==> src/rtl/key_pkg.sv <==
// Shared types and default timing constants for the key press classifier.
package key_pkg;

   typedef enum logic [1:0] {
      KEY_IDLE,
      KEY_PRESSED,
      KEY_LONG
   } key_state_t;

   // Defaults assume a 50 MHz FPGA_clk.
   localparam int KEY_DEBOUNCE_CYC = 1_000_000;
   localparam int KEY_LONG_CYC     = 11_111_111;
   localparam int KEY_REPEAT_CYC   = 5_000_000;
   localparam int KEY_CNT_W        = 25;

endpackage

==> src/rtl/key_sync_debounce.sv <==
// Two-flop synchroniser for the raw active-low key followed by a stable-count debouncer.
module key_sync_debounce
   import key_pkg::*;
#(
   parameter int DEBOUNCE_CYC = KEY_DEBOUNCE_CYC,
   parameter int CNT_W        = KEY_CNT_W
) (
   input  logic FPGA_clk,
   input  logic FPGA_rst,
   input  logic key_raw,
   output logic key_clean
);

   localparam logic [CNT_W-1:0] DB_LAST = CNT_W'(DEBOUNCE_CYC - 1);

   logic             s1_reg;
   logic             s2_reg;
   logic             key_clean_reg;
   logic [CNT_W-1:0] db_cnt_reg;

   always_ff @(posedge FPGA_clk) begin
      if (FPGA_rst) begin
         s1_reg        <= 1'b1;
         s2_reg        <= 1'b1;
         key_clean_reg <= 1'b1;
         db_cnt_reg    <= '0;
      end else begin
         s1_reg <= key_raw;
         s2_reg <= s1_reg;
         // Any cycle of agreement restarts the count, so short glitches never land.
         if (s2_reg == key_clean_reg) begin
            db_cnt_reg <= '0;
         end else if (db_cnt_reg == DB_LAST) begin
            key_clean_reg <= s2_reg;
            db_cnt_reg    <= '0;
         end else begin
            db_cnt_reg <= db_cnt_reg + CNT_W'(1);
         end
      end
   end

   assign key_clean = key_clean_reg;

endmodule

==> src/rtl/key_press_classifier.sv <==
// Debounced key with short/long press classification; define KEY_REPEAT_EN to add
// periodic repeat pulses while a long press is held.
module key_press_classifier
   import key_pkg::*;
#(
   parameter int DEBOUNCE_CYC = KEY_DEBOUNCE_CYC,
   parameter int LONG_CYC     = KEY_LONG_CYC,
   parameter int REPEAT_CYC   = KEY_REPEAT_CYC,
   parameter int CNT_W        = KEY_CNT_W
) (
   input  logic FPGA_clk,
   input  logic FPGA_rst,
   input  logic KEY1,
   output logic key_clean,
   output logic key_held,
   output logic long_flag,
   output logic short_pulse,
   output logic long_pulse,
   output logic repeat_pulse
);

   localparam logic [CNT_W-1:0] LONG_LAST = CNT_W'(LONG_CYC - 1);

   key_state_t       state_reg;
   logic [CNT_W-1:0] hold_cnt_reg;
   logic             key_clean_d_reg;
   logic             key_held_reg;
   logic             long_flag_reg;
   logic             short_pulse_reg;
   logic             long_pulse_reg;
   logic             key_fall;

   key_sync_debounce #(
      .DEBOUNCE_CYC (DEBOUNCE_CYC),
      .CNT_W        (CNT_W)
   ) u_sync_debounce (
      .FPGA_clk  (FPGA_clk),
      .FPGA_rst  (FPGA_rst),
      .key_raw   (KEY1),
      .key_clean (key_clean)
   );

   assign key_fall = key_clean_d_reg & ~key_clean;

   always_ff @(posedge FPGA_clk) begin
      if (FPGA_rst) begin
         state_reg       <= KEY_IDLE;
         hold_cnt_reg    <= '0;
         key_clean_d_reg <= 1'b1;
         key_held_reg    <= 1'b0;
         long_flag_reg   <= 1'b0;
         short_pulse_reg <= 1'b0;
         long_pulse_reg  <= 1'b0;
      end else begin
         key_clean_d_reg <= key_clean;
         short_pulse_reg <= 1'b0;
         long_pulse_reg  <= 1'b0;
         case (state_reg)
            KEY_IDLE: begin
               if (key_fall) begin
                  state_reg    <= KEY_PRESSED;
                  hold_cnt_reg <= '0;
                  key_held_reg <= 1'b1;
               end
            end
            KEY_PRESSED: begin
               // Release is tested first so it wins over a coinciding long threshold.
               if (key_clean) begin
                  state_reg       <= KEY_IDLE;
                  key_held_reg    <= 1'b0;
                  short_pulse_reg <= 1'b1;
               end else if (hold_cnt_reg == LONG_LAST) begin
                  state_reg      <= KEY_LONG;
                  long_flag_reg  <= 1'b1;
                  long_pulse_reg <= 1'b1;
               end else if (hold_cnt_reg != '1) begin
                  hold_cnt_reg <= hold_cnt_reg + CNT_W'(1);
               end
            end
            KEY_LONG: begin
               if (key_clean) begin
                  state_reg     <= KEY_IDLE;
                  key_held_reg  <= 1'b0;
                  long_flag_reg <= 1'b0;
               end
            end
            default: begin
               state_reg     <= KEY_IDLE;
               key_held_reg  <= 1'b0;
               long_flag_reg <= 1'b0;
            end
         endcase
      end
   end

`ifdef KEY_REPEAT_EN
   localparam logic [CNT_W-1:0] REP_LAST = CNT_W'(REPEAT_CYC - 1);

   logic [CNT_W-1:0] rep_cnt_reg;
   logic             repeat_pulse_reg;

   // rep_cnt is zero on the long_pulse edge, so the first repeat lands REPEAT_CYC later.
   always_ff @(posedge FPGA_clk) begin
      if (FPGA_rst) begin
         rep_cnt_reg      <= '0;
         repeat_pulse_reg <= 1'b0;
      end else begin
         repeat_pulse_reg <= 1'b0;
         if (state_reg == KEY_LONG && !key_clean) begin
            if (rep_cnt_reg == REP_LAST) begin
               rep_cnt_reg      <= '0;
               repeat_pulse_reg <= 1'b1;
            end else begin
               rep_cnt_reg <= rep_cnt_reg + CNT_W'(1);
            end
         end else begin
            rep_cnt_reg <= '0;
         end
      end
   end

   assign repeat_pulse = repeat_pulse_reg;
`else
   // Always false since REPEAT_CYC >= 1; keeps the parameter referenced in this build.
   assign repeat_pulse = (REPEAT_CYC < 0);
`endif

   assign key_held    = key_held_reg;
   assign long_flag   = long_flag_reg;
   assign short_pulse = short_pulse_reg;
   assign long_pulse  = long_pulse_reg;

endmodule

==> config.mk <==
export PLATFORM = sky130hd
export DESIGN_NAME = key_press_classifier
export DESIGN_NICKNAME = d
export VERILOG_FILES = /design/src/rtl/key_pkg.sv /design/src/rtl/key_sync_debounce.sv /design/src/rtl/key_press_classifier.sv
export SDC_FILE = /design/constraint.sdc
export NUM_CORES = 1
export LEC_CHECK = 0
export ABC_AREA = 1
export CORE_MARGIN = 4
export CORE_UTILIZATION = 30
export DETAILED_ROUTE_END_ITERATION = 16
export SLEW_MARGIN = 15
export SYNTH_ARGS = -nofsm -noshare
export SYNTH_HDL_FRONTEND = slang
export SYNTH_HIERARCHICAL = 1
export SYNTH_SLANG_ARGS = --single-unit
==> constraint.sdc <==
create_clock -name FPGA_clk -period 2.9 [get_ports FPGA_clk]
set_clock_uncertainty 0.2 [all_clocks]
set_input_delay 0.58 -clock FPGA_clk [delete_from_list [all_inputs] [get_ports FPGA_clk]]
set_output_delay 0.58 -clock FPGA_clk [all_outputs]
set_load 0.02 [all_outputs]
# Word level (Yosys, flattened, before mapping)
# Cells that the tools add are included.
[word_totals] register_bits=60 input_bits=3 out_inout_bits=6 word_cells=61
[op_classes] add_sub_neg=2 n_eq_ne=14 n_mux=18 bitwise_logic=5 reduce_logical=11
[op_table] op="2-to-1 mux 25 bit" n=4
[op_table] op="adder 25 x 1 -> 25 bit, second input constant" n=2
[op_table] op="one-hot mux 25 bit (2 select lines)" n=1
[op_table] op="== test 25 x 20 -> 1 bit, second input constant" n=1
[op_table] op="== test 25 x 24 -> 1 bit, second input constant" n=1
[op_table] op="inequality test 25 bit, second input constant" n=1
[op_table] op="inequality test 2 bit, second input constant" n=5
[op_table] op="2-to-1 mux 2 bit" n=4
[op_table] op="2-to-1 mux 1 bit" n=6
[op_table] op="one-hot mux 2 bit (3 select lines)" n=1
[op_table] op="OR reduction 3 bit" n=2
[op_table] op="AND reduction 5 bit" n=1
[op_table] op="inequality test 2 x 1 -> 1 bit, second input constant" n=2
[op_table] op="inverter 1 bit" n=4
[op_table] op="AND reduction 2 bit" n=2
[op_table] op="AND reduction 4 bit" n=1
[op_table] op="OR reduction 2 bit" n=2
[op_table] op="inequality test 3 x 2 -> 1 bit, second input constant" n=1
[op_table] op="one-hot mux 1 bit (3 select lines)" n=1
[op_table] op="AND reduction 3 bit" n=1
[op_table] op="== test 2 x 1 -> 1 bit, second input constant" n=1
[op_table] op="== test 2 bit, second input constant" n=1
[op_table] op="logical NOT 2 bit" n=1
[op_table] op="one-hot mux 1 bit (2 select lines)" n=1
[op_table] op="other kinds (3)" n=3

# Depth between registers and ports, before layout
[logic_depth] depth_word=5 mapped_depth=14 mapped_depth_nobuf=12

# By module
# The synthesis kept the hierarchy.
[by_module_without_submodules] module="key_press_classifier" instances=1 cells_per_inst=378 area_per_inst_um2=2293.4 seq_area_each_um2=640.6
[by_module_without_submodules] module="key_sync_debounce" instances=1 cells_per_inst=233 area_per_inst_um2=1503.9 seq_area_each_um2=560.5

# Least setup slack after synthesis
# OpenSTA, ideal clock, no wires.
[synth_path] path_kind="register to register" start="register hold_cnt_reg[1]" end="register hold_cnt_reg[17]" setup_time_ns=0.115 t_arrival_ns=1.560 required_ns=2.585 setup_slack_ns=1.025 stages_incl_launch_ff=12 path_buffers=1 period_less_slack_ns=1.875 cell_sequence="dfxtp_1 ha_1 nand2_1 nor2_4 nand2_4 nor2_8 nand2_2 nand3_2 nand2_4 buf_2 a21oi_1 nor2_1"
[synth_via] elab_chain_cells=5 elab_cells_between_ends=10 classes_between="add/sub: 1; eq/ne: 4; mux: 4; reduce/logical: 1"
[synth_lines] item="from (decl)" line_no="key_press_classifier.sv:25" source="logic [CNT_W-1:0] hold_cnt_reg;"
[synth_lines] item="from (signal assigned)" line_no="key_press_classifier.sv:77" source="hold_cnt_reg <= hold_cnt_reg + CNT_W'(1);"
[synth_lines] item="adder 25 x 1 -> 25 bit" line_no="key_press_classifier.sv:77"
[synth_lines] item="2-to-1 mux 25 bit" line_no="key_press_classifier.sv:76" source="end else if (hold_cnt_reg != '1) begin"
[synth_lines] item="2-to-1 mux 25 bit" line_no="key_press_classifier.sv:72" source="end else if (hold_cnt_reg == LONG_LAST) begin"
[synth_lines] item="2-to-1 mux 25 bit" line_no="key_press_classifier.sv:68" source="if (key_clean) begin"
[synth_lines] item="one-hot mux 25 bit (2 select lines)" line_no="key_press_classifier.sv:58" source="case (state_reg)"
# Parallel ways exist; a longest one is shown, timed or not. The select of a mux whose other input is x is not followed.
# A chain may end at the register's enable or synchronous reset.

# Worst setup path after layout
[layout_path] start="register hold_cnt_reg[0]" end="register hold_cnt_reg[16]"
# The elaborated chain is that of the path after synthesis.

==> flow_summary.ini <==
[layout]
areaGrowthSynthToFinish_pct = 14.63
num-fill-cells = 1356
diodes = 0
design_area_um2 = 4353
stdcell_count = 787
multi_input_area_um2 = 2268
seq_area_um2 = 1201
layout.nets = 623
drive_above_1_share_pct = 9.208

[hold_path]
hold_path_class = flip-flop to flip-flop

[cts]
post-cts-setup-buffers = 0
cts_tree = yes
cts_sinks = 60
holdBufCountCts = 0
clock_latency_ns = 0.33
clk_transition_reported_paths_ns = 0.05
root_buffer = clkbuf_16
cts_resized = 0
cts-htree-levels = 3
cts_buffers = 9
cts_max_path_buffers = 2

[route]
firstDrtPassIters = 4
post_drt_wl_per_cell_um = 11.82
dr_wl_met3_um = 279
via_per_inst = 4.717
post-route-drc-count = 0
maxUsedRoutingLayer = met4
met2_length_mm = 4.742
ant_nets = 0
drt-initial-drc-count = 243
drt-met1-wl_mm = 4.166
vias = 3712
wirelength_mm = 9.305

[outcome]
status = complete, no violations

[timing]
timing.final.crit_period_ns = 2.344
finalHoldViolCount = 0
setup_viol = 0
fmax_ghz = 0.4266
timing.final.crit_share_pct = 80.84
slew_violations = 0
setup_slack_ns = 0.5557
tns_ns = 0
rsz0062_at_grt = no

[die]
dieHeight_um = 120.5
die_w_um = 120.5
num_io_pins = 9
core_um2 = 12210
die_area_um2 = 14520
core.rowCount = 40
start_util_pct = 31.10

[run]
maxCapViolations = 0

[synth]
ys_seq_elements = 60
synth.avg_cell_area_um2 = 6.215
ys_warn_count = 6
syn-cell-area_um2 = 3797
synthCells = 611
synth_nets = 620
ys_seq_area_share_pct = 31.63
synth.distinct_cells = 32

[worst_setup_path]
crit_path_max_fanout = 35
crit_arrival_ns = 2.41
reg2reg_setup_slack_ns = 0.56
path_class = flip-flop to flip-flop
cp.required_ns = 2.96
end_kind = flip-flop
worstSetupStartpointType = flip-flop

[place]
place_congestion = 0.9010
port_buffers = 7
dp.cells = 771
dp_hpwl_mm = 7.006
post-place-ws_ns = 0.5779
placed_cell_area_um2 = 4001

[global_routing]
grt_max_degree = 36
antenna_found_initial = 0
grt_usage_pct = 13.50
overflow = 0
grt_pass1_vias = 3512
grt_pass1_wl_mm = 16.22

[power]
power.leakage_uw = 0.001398
vdd_drop_max_v = 0.0002446
power_density_nw_per_um2 = 485.2
## critical path: stages, from the launching register on
cell and delay, ns:
dfxtp_1 0.48, ha_1 0.26, nand2_1 0.12, nor2_4 0.15
nand2_4 0.10, nor2_8 0.14, nand2_2 0.06, nand3_2 0.09
nand2_4 0.21, nand2_4 0.25, nand2_1 0.09, a21oi_2 0.12
## cells by family (layout without fill, tap and decap cells)
family / count (synthesis) / count (layout) / share of synthesized area (%)
adder cells (fa/ha/maj): 6 / 6 / 1.977
AO/OA/AOI/OAI: 64 / 64 / 10.05
other: 1 / 1 / 0.09875
XOR/XNOR: 9 / 9 / 2.076
buffers and inverters: 78 / 86 / 8.633
AND/OR/NAND/NOR: 393 / 393 / 45.54
flip-flops: 60 / 60 / 31.63
## metrics by stage
step / hold WS [ns] / utilization [%] / total power (uW)
floorplan: 0.1895 / - / 863.7
global placement: 0.1996 / 32.77 / 869.1
detailed placement: 0.2048 / 32.77 / 869.4
CTS: 0.2232 / 35.65 / 2144
global route: 0.2284 / 35.65 / 2176
finish: 0.2195 / 35.65 / 2112
## per-layer routing
metal / GRT usage (%) / up-vias
met1: 16.18 / 1704
met5: 0 / -
met3: 3.321 / 10
met2: 23.86 / 50
li1: - / 1948
met4: 3.895 / 0
## final cells by class
class                   instances  share of cell area [%]
clock inverters                 4                   2.185
clock buffers                  12                   5.893
well taps                     168                   4.829
flip-flops and latches         60                   27.59
inverters                      59                   5.088
multi-input cells             473                   52.11
repair buffers                 11                   2.300
## placed cells by master (no fill, tap or decap)
cell type	n
nand3_2	2
clkbuf_8	2
buf_4	4
xnor2_1	5
nand2_2	7
clkbuf_1	1
clkbuf_16	9
xor2_1	4
nor3_1	2
nand3_1	65
o21ai_0	10
nand2_1	179
nand2_4	4
nor2_8	1
dfxtp_1	60
nor2_1	106
o221a_2	1
a21oi_1	36
inv_2	2
nor2_4	4
clkinv_2	1
inv_1	57
ha_1	6
conb_1	1
clkdlybuf4s50_1	7
nand3b_1	5
a21oi_2	10
o31ai_1	1
or2_2	3
bufinv_16	3
o21bai_1	6
nand4_1	10
and2_1	1
nor2_2	4
## synthesized netlist by cell type (all sizes together)
cell type / n / area (um2)
a21oi: 46 / 267.8
and2: 1 / 6.260
buf: 14 / 87.58
clkbuf: 5 / 18.77
conb: 1 / 3.750
dfxtp: 60 / 1201
ha: 6 / 75.07
inv: 59 / 221.5
nand2: 190 / 760.7
nand3: 67 / 345.3
nand3b: 5 / 37.54
nand4: 10 / 62.56
nor2: 115 / 488.0
nor3: 2 / 10.01
o21ai: 10 / 50.05
o21bai: 6 / 45.04
o221a: 1 / 11.26
o31ai: 1 / 7.510
or2: 3 / 18.77
xnor2: 5 / 43.79
xor2: 4 / 35.03
## final timing paths
path | startpoint | end | depth (start not counted)
worst min register to register | u_sync_debounce/s1_reg | u_sync_debounce/s2_reg | 1
worst max-delay path | hold_cnt_reg[0] | hold_cnt_reg[16] | 11
worst min-delay path | u_sync_debounce/s1_reg | u_sync_debounce/s2_reg | 1
worst max register to register | hold_cnt_reg[0] | hold_cnt_reg[16] | 11
## power breakdown
group | leakage (uW) | switching [uW] | internal (uW)
clock network | 0.000173 | 376 | 884
registers | 0.000484 | 0.970 | 827
logic | 0.000742 | 16.7 | 7.39
Power figures use the tool's default switching activity.
==> RTL edit, RTL diff (same settings) <==
The package constant `KEY_CNT_W` goes from 25 to 33.
--- a/src/rtl/key_pkg.sv
+++ b/src/rtl/key_pkg.sv
@@ -12,5 +12,5 @@
    localparam int KEY_LONG_CYC     = 11_111_111;
    localparam int KEY_REPEAT_CYC   = 5_000_000;
-   localparam int KEY_CNT_W        = 25;
+   localparam int KEY_CNT_W        = 33;
 
 endpackage
Behaviour: same outputs for any inputs over 10 cycles, from zero or initial values and one cycle with FPGA_rst high; that may be too few to reach the edited logic, so the function may still have changed.
==> RTL edit against the unedited design <==
  * Final area is 27% higher
  * Largest cell class unchanged
  * Worst setup slack worse by 0.28 ns
  * Maximum frequency is 11% lower
  * Largest power group unchanged
  * Utilization is 0.85 points lower
  * Area after synthesis is 28% higher
  * Sequential cell count is 16 higher
  * Routed wire length is 31% higher
  * Combinational power is 24% higher
  * Total power is 10% higher
==> RTL edit: results (changes against the unedited design) <==
AVGSYNTHCELLAREA_UM2=6.22  # about the same
NUMBER_OF_BUFFERS_OTHER_THAN_CLOCK_BUFFERS_IN_THE_FINAL_LAYOUT=18  # was 11
RUN_STATUS='complete, no violations'  # unchanged
POWER_REPORT.INTERNAL_TOTAL_W=0.00186  # was 0.00172 W
SYNTHESIZED_AREA_FRACTION_OCCUPIED_BY_XOR_AND_XNOR_CELLS_PCT=5.42  # was 2.08%
SYNTH.DISTINCT_CELLS=35  # was 32
GLOBAL_ROUTE.USAGE.TOTAL_PCT=13.9  # was 13.5%
POWER_FRAC_SEQ_PCT=44.9  # was 39.2%
VIAS=4578  # was 3,712
FILLERINSTANCES=1708  # was 1,356
PLACE_CONGESTION=0.932  # was 0.901
SYNTH-COMPOUND-AREA-SHARE_PCT=4.31  # was 10.0%
CRIT_END='hold_cnt_reg[10]$_SDFFE_PP0P_'  # was hold_cnt_reg[16]$_SDFFE_PP0P_
TOTAL_POWER_W=0.00233  # was 0.00211 W
PLACED_CELL_AREA_UM2=5170  # was 4000 um^2
N_MULTI_INPUT_COMBINATIONAL_CELL=593  # was 473
CRITICAL_PATH.MAX_FANOUT=17  # was 35
FIRST_PASS_GRT_WIRE_LENGTH_UM=20500  # was 16,200 um
CLOCK_POWER_SHARE_PCT=53.8  # was 59.7%
DPL.HPWL_UM=8940  # was 7010 um
COMBINED_AREA_OF_THE_MULTI_INPUT_LOGIC_CELLS_UM2=2880  # was 2270 um^2
SYNTH_NETS=790  # was 620
YS_TOP_CELLS_BY_COUNT='sky130_fd_sc_hd__nand2_1, sky130_fd_sc_hd__nor2_1, sky130_fd_sc_hd__inv_1'  # was sky130_fd_sc_hd__nand2_1, sky130_fd_sc_hd__nor2_1, sky130_fd_sc_hd__nand3_1
FIRST_GLOBAL_VIAS=4129  # was 3,512
NUM-NETS-FINAL=803  # was 623
SYNTHADDERAREAFRAC_PCT=1.81  # was 1.98%
TIMING.REG2REG.WORST_PATH_DEPTH=17  # was 11
AREA_SHARE_CLOCK_BUF_INV_PCT=5.95  # was 8.08%
BUFFER_AREA_SHARE_PCT=2.99  # was 2.30%
DRIVE_GT1_SHARE_PCT=10.0  # was 9.21%
NUMPLACEDINSTANCES=997  # was 771
==> RTL edit: cell count changes after synthesis, moves of 7 or more <==
cell and change:
sky130_fd_sc_hd__a21oi_1 -13, sky130_fd_sc_hd__a21oi_2 -10, sky130_fd_sc_hd__dfxtp_1 +16, sky130_fd_sc_hd__inv_1 +32
sky130_fd_sc_hd__nand2_1 +65, sky130_fd_sc_hd__nor2_1 +34, sky130_fd_sc_hd__nor2_2 +7, sky130_fd_sc_hd__nor3_1 +8
sky130_fd_sc_hd__xor2_1 +17
==> RTL edit: worst max-delay path: stages, from the launching register on <==
cell                      delay [ns]
sky130_fd_sc_hd__dfxtp_2        0.36
sky130_fd_sc_hd__ha_1           0.17
sky130_fd_sc_hd__nand2_1        0.08
sky130_fd_sc_hd__inv_2          0.08
sky130_fd_sc_hd__nand2_1        0.09
sky130_fd_sc_hd__nor2_4         0.12
sky130_fd_sc_hd__nand2_1        0.10
sky130_fd_sc_hd__nor3b_2        0.24
sky130_fd_sc_hd__nand3_1        0.11
sky130_fd_sc_hd__nor3_2         0.11
sky130_fd_sc_hd__ha_1           0.16
sky130_fd_sc_hd__inv_1          0.04
sky130_fd_sc_hd__nand3_2        0.12
sky130_fd_sc_hd__nand2_8        0.11
sky130_fd_sc_hd__nand2_8        0.11
sky130_fd_sc_hd__buf_12         0.16
sky130_fd_sc_hd__nand2_1        0.06
sky130_fd_sc_hd__a21oi_1        0.12
==> RTL edit: layer usage <==
metal / vias to the layer above / GRT usage, % / wire length, um
li1: 2445 / - / -
met1: 2030 / 20.0 / 6140
met2: 94 / 21.0 / 5320
met3: 9 / 2.79 / 586
met4: 0 / 4.20 / 114
met5: - / 0 / 0
==> RTL edit: what timing repair did <==
action | in CTS | in global routing
resized for setup | 0 | 7
setup endpoints to repair | 0 | 31
setup buffers | 0 | 1
